`src/rtl/draw_arbiter.sv`:
```
// rtl/draw_arbiter.sv - round-robin owner of the VGA pixel port among NREQ drawing engines
// Optional watchdog abort enabled by defining DRAW_ARB_WATCHDOG_EN.
module draw_arbiter #(
  parameter int NREQ = 3,
  parameter int TO_W = 18
) (
  input  logic              clk,
  input  logic              rst_n,
  input  logic [NREQ-1:0]   req,
  output logic [NREQ-1:0]   ack,
  output logic [NREQ-1:0]   grant,
  output logic [NREQ-1:0]   eng_rst_n,
  output logic [NREQ-1:0]   eng_start,
  input  logic [NREQ-1:0]   eng_done,
  input  logic [8*NREQ-1:0] eng_x,
  input  logic [7*NREQ-1:0] eng_y,
  input  logic [3*NREQ-1:0] eng_colour,
  input  logic [NREQ-1:0]   eng_plot,
  output logic [7:0]        vga_x,
  output logic [6:0]        vga_y,
  output logic [2:0]        vga_colour,
  output logic              vga_plot,
  output logic              busy,
  output logic [NREQ-1:0]   err
);

  localparam int SW = (NREQ > 1) ? $clog2(NREQ) : 1;

  if (NREQ < 2 || NREQ > 8 || TO_W < 2) begin : g_param_check
    $error("draw_arbiter: NREQ must be 2..8 and TO_W at least 2");
  end

  typedef enum logic [1:0] {S_IDLE, S_ENG_RST, S_RUN, S_RELEASE} state_t;

  state_t          state_q, state_d;
  logic [SW-1:0]   sel_q, sel_d;
  logic [SW-1:0]   last_q, last_d;
  logic [SW-1:0]   pick_idx;
  logic            pick_found;
  logic [NREQ-1:0] sel_oh;
  logic            wd_expire;
  logic            wd_fired;

  assign sel_oh = NREQ'(1) << sel_q;

  // First requester strictly after the last one served, wrapping at NREQ.
  always_comb begin
    int idx;
    idx        = 0;
    pick_found = 1'b0;
    pick_idx   = '0;
    for (int k = 1; k <= NREQ; k++) begin
      idx = (int'(last_q) + k) % NREQ;
      if (!pick_found && req[idx]) begin
        pick_found = 1'b1;
        pick_idx   = SW'(idx);
      end
    end
  end

`ifdef DRAW_ARB_WATCHDOG_EN
  logic [TO_W-1:0] wd_q;
  logic            to_q;

  // Expiry is taken on the cycle the counter would reach all-ones.
  assign wd_expire = (state_q == S_RUN) && !eng_done[sel_q] &&
                     (wd_q == {{(TO_W-1){1'b1}}, 1'b0});
  assign wd_fired  = to_q;

  always_ff @(posedge clk) begin
    if (!rst_n) begin
      wd_q <= '0;
      to_q <= 1'b0;
    end else begin
      if (state_q == S_ENG_RST) begin
        wd_q <= '0;
      end else if (state_q == S_RUN) begin
        wd_q <= wd_q + 1'b1;
      end
      to_q <= wd_expire;
    end
  end
`else
  assign wd_expire = 1'b0;
  assign wd_fired  = 1'b0;
`endif

  always_ff @(posedge clk) begin
    if (!rst_n) begin
      state_q <= S_IDLE;
      sel_q   <= '0;
      last_q  <= SW'(NREQ - 1);
    end else begin
      state_q <= state_d;
      sel_q   <= sel_d;
      last_q  <= last_d;
    end
  end

  always_comb begin
    state_d    = state_q;
    sel_d      = sel_q;
    last_d     = last_q;
    grant      = '0;
    eng_start  = '0;
    eng_rst_n  = '1;
    ack        = '0;
    err        = '0;
    vga_x      = '0;
    vga_y      = '0;
    vga_colour = '0;
    vga_plot   = 1'b0;
    busy       = (state_q != S_IDLE);
    case (state_q)
      S_IDLE: begin
        if (pick_found) begin
          sel_d   = pick_idx;
          state_d = S_ENG_RST;
        end
      end
      S_ENG_RST: begin
        grant     = sel_oh;
        eng_rst_n = ~sel_oh;
        state_d   = S_RUN;
      end
      S_RUN: begin
        grant      = sel_oh;
        eng_start  = sel_oh;
        vga_x      = eng_x[8*int'(sel_q) +: 8];
        vga_y      = eng_y[7*int'(sel_q) +: 7];
        vga_colour = eng_colour[3*int'(sel_q) +: 3];
        vga_plot   = eng_plot[sel_q];
        if (eng_done[sel_q] || wd_expire) begin
          state_d = S_RELEASE;
        end
      end
      S_RELEASE: begin
        ack     = sel_oh;
        err     = wd_fired ? sel_oh : '0;
        last_d  = sel_q;
        state_d = S_IDLE;
      end
      default: state_d = S_IDLE;
    endcase
    // Reset holds every engine in reset and silences the port immediately.
    if (!rst_n) begin
      grant      = '0;
      eng_start  = '0;
      eng_rst_n  = '0;
      ack        = '0;
      err        = '0;
      busy       = 1'b0;
      vga_x      = '0;
      vga_y      = '0;
      vga_colour = '0;
      vga_plot   = 1'b0;
    end
  end

endmodule
```
`config.mk`:
```
export PLATFORM = sky130hd
export DESIGN_NAME = draw_arbiter
export DESIGN_NICKNAME = d
export VERILOG_FILES = /design/src/rtl/draw_arbiter.sv
export SDC_FILE = /design/constraint.sdc
export NUM_CORES = 1
export LEC_CHECK = 0
export CAP_MARGIN = 25
export CELL_PAD_IN_SITES_DETAIL_PLACEMENT = 0
export CELL_PAD_IN_SITES_GLOBAL_PLACEMENT = 1
export CORE_MARGIN = 10
export CORE_UTILIZATION = 21
export DETAILED_ROUTE_END_ITERATION = 7
export PLACE_DENSITY = 0.95
export SYNTH_ARGS = -nofsm -noshare
export SYNTH_HDL_FRONTEND = slang
export SYNTH_SLANG_ARGS = --single-unit
```
`constraint.sdc`:
```
create_clock -name clk -period 2.9 [get_ports clk]
set_clock_uncertainty 0.2 [all_clocks]
set_input_delay 0.29 -clock clk [delete_from_list [all_inputs] [get_ports clk]]
set_output_delay 0.29 -clock clk [all_outputs]
set_load 0.1 [all_outputs]
```
==> impl_metrics.toml <==
[floorplanning]
die_h_microns = 92.1
die_w_microns = 92.1
coreArea_sq_um = 5070
rows = 26
io_pins = 100
initial_core_util_pct = 21.5
die-area_sq_um = 8490

[clocking]
worstSkewPairLatency_ns = 0.22
post_cts_buffers = 0
hold_buffers = 0
cts.sinks = 6
clockBufferDepth = 2
cts_made_buffers = 3
clk_pin_slew_ns = 0.03
cts_tree = "done"
clockRootBuffer = "clkbuf_8"
htreeDepth = 1
cts_resized = 0

[sta]
final_max_slew_viol_count = 0
fin_hold_ws_ns = 0.302
setup_viol = 0
fin_tns_setup_ns = 0
report.final.hold_viol_count = 0
min_period_over_period_pct = 77.1
clock.fmax_ghz = 0.447
min_period_ns = 2.24
rsz0062_at_grt = "false"

[route]
drc = 0
drt_iter0_drc = 51
vias_per_cell = 4.42
wl_per_cell_microns = 15.6
ant_nets = 0
vias = 1436
drtPass1Iterations = 4
wl_mm = 5.07

[critical_path]
required_ns = 2.41
arrival_ns = 1.75
worstReg2RegStart = "last_q[0]$_SDFFE_PN0N_"
endpoint_kind = "output pin"
cp_max_fo = 17
path_class = "flip-flop to output pin"
critPathLaunch = "sel_q[1]$_SDFFE_PN0P_"
startpoint_type = "flip-flop"

[synthesis]
avgSynthCellArea_sq_um = 6.70
ys_seq_area_share_pct = 11.0
netlist_instances = 163
ys.warnings.count = 0
synthesis.area_sq_um = 1090
ys_types = 28
ys_ff_latch = 6

[finish]
num_antenna_cells = 0
ff_latch_area_sq_um = 120
nNetsFinal = 330
mostFrequentLayoutCell = "clkdlybuf4s50_1"
multi_input_area_sq_um = 887
syn2layout_area_growth_pct = 127
nFillCells = 486
drive_gt1_share_pct = 18.0
layout_common_cells = "64 x clkdlybuf4s50_1, 46 x nor2_1, 32 x buf_12, 25 x mux2i_1, 21 x a21oi_1"

[hold_path]
hp-start = "state_q[0]$_SDFFE_PN0P_"
hold_class = "flip-flop to flip-flop"

[grt]
grt_max_degree = 29
grt_overflow = 0
grt_first_pass_wirelength_mm = 7.89
track_usage_pct = 11.4
grt_pass1_vias = 1467
antenna_found_initial = 0

[pwr]
leakage_nw = 0.996
irDropWorstVdd_v = 0.000650
p_per_area_nw_per_um2 = 683

[place]
dp_hpwl_mm = 4.17
routabilityCongestion = 0.770
port_buffers = 96

[flow_run]
maxCapViolations = 0

[status]
outcome = "completed"
[kinds of logic after synthesis]
group	Yosys count	synth area share, %
other	1	0.343
buffers and inverters	20	8.93
DFF	6	11.0
and+or+nand+nor	66	25.1
adders and majority gates	8	9.16
AOI/OAI and AO/OA	37	22.6
muxes	25	22.9
[cell usage after synthesis]
cell type | n | share of area [%]
buf_2 | 3 | 1.4
buf_4 | 5 | 3.4
conb_1 | 1 | 0.34
o221a_1 | 1 | 1.0
o211ai_1 | 1 | 0.69
and2_1 | 1 | 0.57
ha_1 | 8 | 9.2
mux2i_1 | 25 | 23
dfxtp_1 | 6 | 11
a21boi_2 | 1 | 1.0
a32o_2 | 1 | 1.0
a22oi_1 | 1 | 0.69
o21a_1 | 2 | 1.4
a21boi_0 | 1 | 0.69
nor3_1 | 3 | 1.4
nor2_1 | 46 | 16
a31oi_2 | 1 | 1.1
clkbuf_1 | 6 | 2.1
nand2_1 | 8 | 2.7
nand2b_1 | 4 | 2.3
o21ai_0 | 3 | 1.4
a21o_2 | 1 | 0.80
inv_1 | 6 | 2.1
o31a_1 | 1 | 0.80
o221ai_1 | 1 | 0.80
a21oi_1 | 21 | 9.6
nor2b_1 | 4 | 2.3
a32oi_2 | 1 | 1.5
[per-stage QoR]
stage / worst slack [ns] / cell area, sq um / util (%) / cells / power [mW]
after floorplan: -0.321 / 1100 / - / 165 / 1.10
after global placement: 0.688 / 2440 / 48.0 / 322 / 1.56
after detailed placement: 0.668 / 2440 / 48.0 / 322 / 1.58
after CTS: 0.625 / 2480 / 48.8 / 325 / 1.71
after global routing: 0.534 / 2480 / 48.8 / 325 / 1.81
final: 0.663 / 2480 / 48.8 / 325 / 1.69
[worst paths after layout]
kind	endpoint	slack [ns]	depth (start not counted)
max	vga_y[0]	0.66	5
min	state_q[0]$_SDFFE_PN0P_	0.30	2
max reg2reg	sel_q[0]$_SDFFE_PN0P_	0.92	7
min reg2reg	state_q[0]$_SDFFE_PN0P_	0.30	2
[power breakdown]
part	total, mW	leakage, nW	switching [mW]	internal (mW)
clock	0.123	0.0216	0.0340	0.0890
combinational	1.44	0.925	0.902	0.539
sequential	0.129	0.0494	0.0192	0.110
[critical path: stages, from the launching register on]
cell and delay [ns]:
dfxtp_1 0.31, nor2b_1 0.36, buf_4 0.30, a21oi_1 0.12, nor2_1 0.21, buf_12 0.21
[layer usage]
| layer | vias up | track usage, % | routed length (microns) |
|---|---|---|---|
| li1 | 730 | - | - |
| met1 | 657 | 12.7 | 2040 |
| met2 | 47 | 20.1 | 2630 |
| met3 | 2 | 4.16 | 350 |
| met4 | 0 | 3.08 | 48 |
| met5 | - | 0 | 0 |
[registers in the layout (all words and copies together), names as in the netlist]
signal / cells
state_q: 2
sel_q: 2
last_q: 2
[cell type report]
| class | instances | area share, % |
|---|---|---|
| Multi-Input combinational cell | 139 | 35.8 |
| Tap cell | 70 | 3.54 |
| Sequential cell | 6 | 4.85 |
| Clock buffer | 3 | 1.67 |
| Timing Repair Buffer | 101 | 53.2 |
| Inverter | 6 | 0.909 |
Note: power is estimated with default switching activity, not from simulation.
==> variant: new RTL, config.mk and constraints unchanged <==
Set the parameter `NREQ` to 6 (it was 3).
--- a/src/rtl/draw_arbiter.sv
+++ b/src/rtl/draw_arbiter.sv
@@ -3,3 +3,3 @@
 module draw_arbiter #(
-  parameter int NREQ = 3,
+  parameter int NREQ = 6,
   parameter int TO_W = 18
Interface: changed (11 resized); port bits go from 100 to 178. No check against the original RTL was run, so the function may have changed too.
==> variant against the original RTL <==
Clock power grew 98%; design area grew 140%; highest routed layer unchanged; register-to-register slack lost 1.2 ns; the flow now finishes with violations (negative setup slack); total power grew 130%; sequential power grew 62%; setup slack lost 0.96 ns; sequential cell count grew 2; synthesized area grew 140%; routed wire length grew to 2.6 times the old value.
==> variant: results (changes against the original RTL) <==
sta:
  fin_tns_setup_ns: -1.35  # was 0 ns
  timing.final.ws_setup_ns: -0.301  # was 0.663 ns
  finalSetupViolations: 5  # was 0
synthesis:
  ys_seq_area_frac: 0.0601  # was 0.110
  postSynthAreaPerCell_um2: 8.27  # was 6.70 µm²
  ys_top_cells_by_count: "37 x nor2_1, 20 x mux4_2, 19 x inv_1, 19 x nand2_1"  # was 46 x nor2_1, 25 x mux2i_1, 21 x a21oi_1
  muxShareOfSynthArea: 0.277  # was 0.229
  ys_top_cells_by_area: "mux4_2 17%, ha_1 8.0%, mux2_2 7.2%"  # was mux2i_1 23%, nor2_1 16%, dfxtp_1 11%
  synth_adder_area_share: 0.0798  # was 0.0916
  synth_xor_area_frac: 0.0230  # was 0
global_routing:
  grt_usage: 0.144  # was 0.114
  grt_use_met3: 0.0522  # was 0.0416
  first_global_vias: 4032  # was 1467
  grt_pass1_wl_um: 21000  # was 7890 µm
  met1_usage: 0.139  # was 0.127
layout:
  fillerInstances: 1140  # was 486
  inverters: 23  # was 6
  register_area_um2: 175  # was 120 µm²
  reg.largest.list: "last_q x3, sel_q x3, state_q x2"  # was last_q x2, sel_q x2, state_q x2
  buffer_area_frac: 0.451  # was 0.532
  clock_area_frac: 0.0131  # was 0.0167
  nets: 689  # was 330
  drive_above_1_share: 0.468  # was 0.180
  multi_input_area_um2: 2730  # was 887 µm²
cts:
  cts.repair.resized: 21  # was 0
  cts-root-buf: "clkbuf_16"  # was clkbuf_8
  cts_setup_buffers: 8  # was 0
placement:
  place_congestion: 0.978  # was 0.770
  dp_hpwl_um: 11300  # was 4170 µm
  placed_area_um2: 5670  # was 2440 µm²
  dp_cells: 695  # was 322
worst_setup_path:
  r2r_setup_slack_ns: -0.30  # was 0.92 ns
  arrival_ns: 3.14  # was 1.75 ns
  cp_slowest_cell: "dfxtp_4"  # was nor2b_1
  cp-endpoint: "sel_q[0]$_SDFFE_PN0P_"  # was vga_y[0]
  cpLargestDelayFamily: "compound AO/OA/AOI/OAI gates"  # was simple AND/OR/NAND/NOR gates
  timing.rr.start: "last_q[2]$_SDFFE_PN1N_"  # was last_q[0]$_SDFFE_PN0N_
  cp_max_fo: 7  # was 17
route:
  route.met3.wl_um: 1310  # was 350 µm
  wl_um: 13400  # was 5070 µm
  vias: 3569  # was 1436
  drt_iter0_drc: 206  # was 51
  vias_per_cell: 4.99  # was 4.42
  dr.pass1.iters: 5  # was 4
  met1_length_um: 4590  # was 2040 µm
power:
  max-vdd-ir-drop_mv: 0.379  # was 0.650 mV
  clkPwrFrac: 0.062  # was 0.073
  leakage_nw: 2.29  # was 0.996 nW
outcome:
  violations: "negative setup slack"
  status: "finished with violations"  # was finished, final reports clean
-- variant: changes by cell type after synthesis, sizes merged, moves of 11 or more --
cell / unedited run / this run
a22oi: 1 / 16
mux4: 0 / 20
mux2i: 25 / 8
inv: 6 / 21
mux2: 0 / 18
nand2: 8 / 19
-- variant: worst min-delay path, delay by kind of cell, from the launching register on --
| kind | cells | cell delay (ns) |
|---|---|---|
| flip-flops | 1 | 0.34 |
| multiplexers | 1 | 0.05 |
| AND/OR/NAND/NOR | 1 | 0.06 |
-- variant: cells by family (layout without fill, tap and decap cells) --
group,Yosys count,in the layout
buf+inv,50,266
fa+ha+maj,17,17
simple gates,98,98
compound gates,98,98
xor+xnor,4,4
mux,46,46
flops,8,8
other cells,1,6
-- variant: through the flow --
stage | setup slack, ns | hold slack, ns
after floorplan | -0.485 | 0.272
after global placement | -0.257 | 0.284
after detailed placement | -0.374 | 0.286
after CTS | -0.273 | 0.292
after global routing | -0.415 | 0.342
final | -0.301 | 0.290
